$ cat src/rtl/reorder_buffer_p.sv
// AXI read-channel reorder buffer: re-tags ARs with slot indices, parks out-of-order R beats
// and returns them upstream in AR-acceptance order with the original ID restored.
module reorder_buffer_p #(
    parameter int unsigned DATA_WIDTH = 8,
    parameter int unsigned ID_WIDTH   = 4,
    parameter int unsigned DEPTH      = 8
) (
    input  logic                     clk,
    input  logic                     rst_n,
    input  logic [ID_WIDTH-1:0]      s_arid_i,
    input  logic                     s_arvalid_i,
    output logic                     s_arready_o,
    output logic [DATA_WIDTH-1:0]    s_rdata_o,
    output logic [1:0]               s_rresp_o,
    output logic [ID_WIDTH-1:0]      s_rid_o,
    output logic                     s_rvalid_o,
    input  logic                     s_rready_i,
    output logic [ID_WIDTH-1:0]      m_arid_o,
    output logic                     m_arvalid_o,
    input  logic                     m_arready_i,
    input  logic [DATA_WIDTH-1:0]    m_rdata_i,
    input  logic [1:0]               m_rresp_i,
    input  logic [ID_WIDTH-1:0]      m_rid_i,
    input  logic                     m_rvalid_i,
    output logic                     m_rready_o,
    output logic [$clog2(DEPTH):0]   count_o,
    output logic                     err_o
);

    localparam int unsigned AW = $clog2(DEPTH);
    localparam int unsigned PW = AW + 1;
    localparam logic [ID_WIDTH:0] DEPTH_EXT = (ID_WIDTH + 1)'(DEPTH);

    logic [PW-1:0]         head_q, tail_q, count;
    logic [ID_WIDTH-1:0]   orig_id_q [DEPTH];
    logic [DATA_WIDTH-1:0] data_q    [DEPTH];
    logic [1:0]            resp_q    [DEPTH];
    logic [DEPTH-1:0]      busy_q, done_q;
    logic                  err_q;

    logic          full, alloc, pop, r_hs, r_tag_ok, r_accept;
    logic [AW-1:0] head_idx, tail_idx, r_idx;

    // Wrap bits make tail - head span 0..DEPTH without ambiguity.
    assign count    = tail_q - head_q;
    assign full     = (count == PW'(DEPTH));
    assign head_idx = head_q[AW-1:0];
    assign tail_idx = tail_q[AW-1:0];

    assign m_arvalid_o = s_arvalid_i & ~full;
    assign s_arready_o = m_arready_i & ~full;
    assign m_arid_o    = ID_WIDTH'(tail_idx);
    assign alloc       = s_arvalid_i & s_arready_o;

    assign m_rready_o = rst_n;
    assign r_hs       = m_rvalid_i & m_rready_o;
    assign r_tag_ok   = ({1'b0, m_rid_i} < DEPTH_EXT);
    assign r_idx      = m_rid_i[AW-1:0];
    assign r_accept   = r_hs & r_tag_ok & busy_q[r_idx] & ~done_q[r_idx];

    assign s_rvalid_o = busy_q[head_idx] & done_q[head_idx];
    assign s_rid_o    = orig_id_q[head_idx];
    assign s_rdata_o  = data_q[head_idx];
    assign s_rresp_o  = resp_q[head_idx];
    assign pop        = s_rvalid_o & s_rready_i;

    assign count_o = count;
    assign err_o   = err_q;

    always_ff @(posedge clk) begin
        if (!rst_n) begin
            head_q <= '0;
            tail_q <= '0;
            busy_q <= '0;
            done_q <= '0;
            err_q  <= 1'b0;
            for (int i = 0; i < int'(DEPTH); i++) begin
                orig_id_q[i] <= '0;
                data_q[i]    <= '0;
                resp_q[i]    <= '0;
            end
        end else begin
            // Unallocated, already-answered or out-of-range tags are dropped.
            if (r_accept) begin
                data_q[r_idx] <= m_rdata_i;
                resp_q[r_idx] <= m_rresp_i;
                done_q[r_idx] <= 1'b1;
            end else if (r_hs) begin
                err_q <= 1'b1;
            end
            if (pop) begin
                busy_q[head_idx] <= 1'b0;
                done_q[head_idx] <= 1'b0;
                head_q           <= head_q + PW'(1);
            end
            if (alloc) begin
                orig_id_q[tail_idx] <= s_arid_i;
                busy_q[tail_idx]    <= 1'b1;
                done_q[tail_idx]    <= 1'b0;
                tail_q              <= tail_q + PW'(1);
            end
        end
    end

endmodule

$ cat config.mk
export PLATFORM = sky130hd
export DESIGN_NAME = reorder_buffer_p
export DESIGN_NICKNAME = d
export VERILOG_FILES = /design/src/rtl/reorder_buffer_p.sv
export SDC_FILE = /design/constraint.sdc
export NUM_CORES = 1
export LEC_CHECK = 0
export ABC_AREA = 1
export ABC_CLOCK_PERIOD_IN_PS = 6150
export CAP_MARGIN = 20
export CORE_MARGIN = 5
export CORE_UTILIZATION = 55
export CTS_CLUSTER_DIAMETER = 30
export DETAILED_ROUTE_END_ITERATION = 6
export HOLD_SLACK_MARGIN = 0.05
export PLACE_DENSITY = 0.88
export SYNTH_ARGS = -nofsm -noshare
export SYNTH_HDL_FRONTEND = slang
export SYNTH_SLANG_ARGS = --single-unit
export TNS_END_PERCENT = 10
$ cat constraint.sdc
create_clock -name clk -period 6.15 [get_ports clk]
set_input_delay 0.615 -clock clk [delete_from_list [all_inputs] [get_ports clk]]
set_output_delay 0.615 -clock clk [all_outputs]
set_load 0.05 [all_outputs]
==> results.yml <==
detailed_routing:
  totalWireLength_um: 17200
  drtPass1Iterations: 7
  drt-initial-drc-count: 765
  wl_per_cell_um: 17.5
  final_antenna_net_count: 0
  drc: 4
  num_vias: 5642
  detail_route.vias_per_cell: 5.74
timing:
  rsz0062_at_grt: "false"
  setup_viol_count_final: 0
  fin_skew_ps: 8.04
  period_needed_ps: 4630
  period_share: 0.753
  final_hold_viol_count: 0
  worst_hold_slack_ps: 478
  fin_setup_tns_ps: 0
  clock.fmax_mhz: 216
  tightest_slew_ps: 973
  slew_headroom: 0.350
  drv_slew: 0
place:
  hpwlAfterDp_um: 10400
  place_congestion: 0.851
  port_buffers: 49
  placed_cell_area_sq_um: 7280
  place_inst: 951
grt:
  antenna_found_initial: 0
  first_global_vias: 5296
  grt_first_pass_wirelength_um: 27400
  grtUsageTotal: 0.245
  grt_start_max_net_pins: 58
  globalRouteOverflowTotal: 0
die:
  ios: 51
  rows: 40
  start_util: 0.561
  die_h_um: 121
  die-area_sq_um: 14600
  die_w_um: 121
  fp.coreArea_sq_um: 12100
critical_path:
  critPathKind: "flip-flop to output port"
  cp_max_fo: 29
  cp_cell_sequence: "clkinv_1 > nor2_1 > o21ai_0 > a31oi_1 > clkdlybuf4s50_1"
  critPathMaxStageDelay_ps: 1050
  endpoint: "s_rdata_o[6]"
  cp_slowest_cell: "clkinv_1"
  path_buf_inv: 2
  critPathCaptureType: "output port"
  arrival_ps: 4020
  reg2reg_setup_slack_ps: 3090
  startpoint_type: "flip-flop"
  r2r_start: "tail_q[0]$_SDFFE_PN0N_"
  reg2regPathDepth: 11
  reg2reg_to: "orig_id_q[5][2]$_SDFFCE_PN0P_"
  cp.required_ps: 5530
  cp_top_family: "buffers and inverters"
  cp.depth: 5
cells_and_area:
  final_common_cell: "nor2_1"
  layout.nets: 832
  area_delta_synth_final_pct: 16.1
  final_layout_size_suffix_gt1_frac: 0.0798
  mostFrequentLayoutCells: "234 x nor2_1, 118 x nand2_1, 112 x edfxtp_1"
  final_cells: 983
  diodes: 0
  final_area_sq_um: 7860
  fin_util: 0.651
power_and_ir_drop:
  peakVddDrop_uv: 166
  powerDensity_nw_per_um2: 282
  leakage_nw: 3.21
logic_synthesis:
  yosysTopAreaCell: "edfxtp_1"
  ys_ff_latch: 140
  yosys_warnings: 0
  syn-instance-count: 772
  syn_area_per_cell_sq_um: 8.77
  yosysSeqAreaShare: 0.580
  synthesis.area_sq_um: 6770
  synth_top_area_share: 0.497
  synth_area_leaders: "edfxtp_1 50%, nor2_1 13%, dfxtp_1 8.3%"
  synth_fp_nets: 802
  ys_types: 34
clocking:
  tritoncts: "built"
  cts_max_level: 4
  cts_buffers: 17
  clock_sinks: 140
  clkLatencyLatePin_ps: 420
  holdBufCountCts: 0
  cts-resized-gates: 0
  cts_setup_buffers: 0
  clock_path_buffers: 2
  clk_pin_slew_ps: 60
  root_buffer: "clkbuf_16"
outcome:
  status: "finished, violations left"
  violations: "DRC"
worst_hold_path:
  hold_path_class: "flip-flop to flip-flop"
  holdPathStages: 2
flow_run:
  maxCapViolations: 0
[layer usage]
metal	vias to the layer above	global-route usage	routed length (um)
li1	2608	-	-
met1	2626	0.314	6420
met2	361	0.404	8590
met3	47	0.0597	1840
met4	0	0.0921	349
met5	-	0	0
[metrics by stage]
step                      power, mW  setup WS [ps]
after floorplan                1.18           3120
after detailed placement       1.23           2120
after global placement         1.23           2130
after CTS                      2.21           1590
final                          2.21           1520
after global routing           2.26           1250
[worst register-to-register path, stage by stage, from the launching register on]
cell and delay [ps]:
dfxtp_1 460, clkinv_1 260, ha_1 260, inv_1 80, fa_1 420, or2_0 230
nor2_1 130, nand3_2 130, nand3_2 190, nor2_4 80, nand2_1 230, nand2_1 270
[flip-flops by register name (all words and copies together) (netlist names), named ones only]
| name | count |
|---|---|
| tail_q | 4 |
| head_q | 4 |
| data_q | 64 |
| done_q | 8 |
| err_o | 1 |
| resp_q | 16 |
| busy_q | 8 |
| orig_id_q | 32 |
[worst min path at each step]
stage / startpoint / to / slack (ps)
after floorplan: busy_q[0]$_SDFF_PN0_ / busy_q[0]$_SDFF_PN0_ / 450
after global placement: err_o$_SDFFE_PN0P_ / err_o$_SDFFE_PN0P_ / 460
after detailed placement: busy_q[0]$_SDFF_PN0_ / busy_q[0]$_SDFF_PN0_ / 470
after CTS: busy_q[0]$_SDFF_PN0_ / busy_q[0]$_SDFF_PN0_ / 480
after global routing: busy_q[0]$_SDFF_PN0_ / busy_q[0]$_SDFF_PN0_ / 500
final: err_o$_SDFFE_PN0P_ / err_o$_SDFFE_PN0P_ / 480
[power by group]
group          switching, mW  internal (mW)
Clock                  0.401          0.595
Sequential            0.0113           1.05
Combinational          0.111         0.0460
Total                  0.523           1.69
[cells by family after synthesis]
group | after synthesis | share of synthesized area
AOI/OAI and AO/OA | 104 | 0.0832
other | 1 | 0.000554
buffers and inverters | 106 | 0.0675
xor gates and xnor gates | 1 | 0.00129
DFF | 140 | 0.580
adders and majority gates | 6 | 0.0122
and+or+nand+nor | 414 | 0.256
[area by class of cell]
type                    count  area (sq um)
clock buffers              18           429
clock inverters            14           145
fillers                   879          4210
inverters                  65           246
multi-input cells         526          2390
flip-flops and latches    140          3920
well taps                 168           210
repair buffers             52           513
[cell usage after synthesis]
library cell,instances
nor2_4,5
clkinv_1,2
nand4_1,12
buf_2,9
edfxtp_1,112
nand2_2,1
nand3_1,18
nor3_2,1
nand2_1,118
nor2_1,234
o22ai_1,14
inv_4,1
a31oi_1,14
o21ai_1,1
nor2_2,11
xor2_1,1
inv_1,55
o21ai_0,65
nand3_2,3
clkbuf_1,22
and2_0,1
nor3_1,6
buf_4,8
conb_1,1
dfxtp_1,28
a21oi_1,9
a22oi_2,1
and2_1,1
nand2_4,2
ha_1,5
fa_1,1
buf_6,2
or2_0,1
inv_2,7
Power figures use the tool's default switching activity.
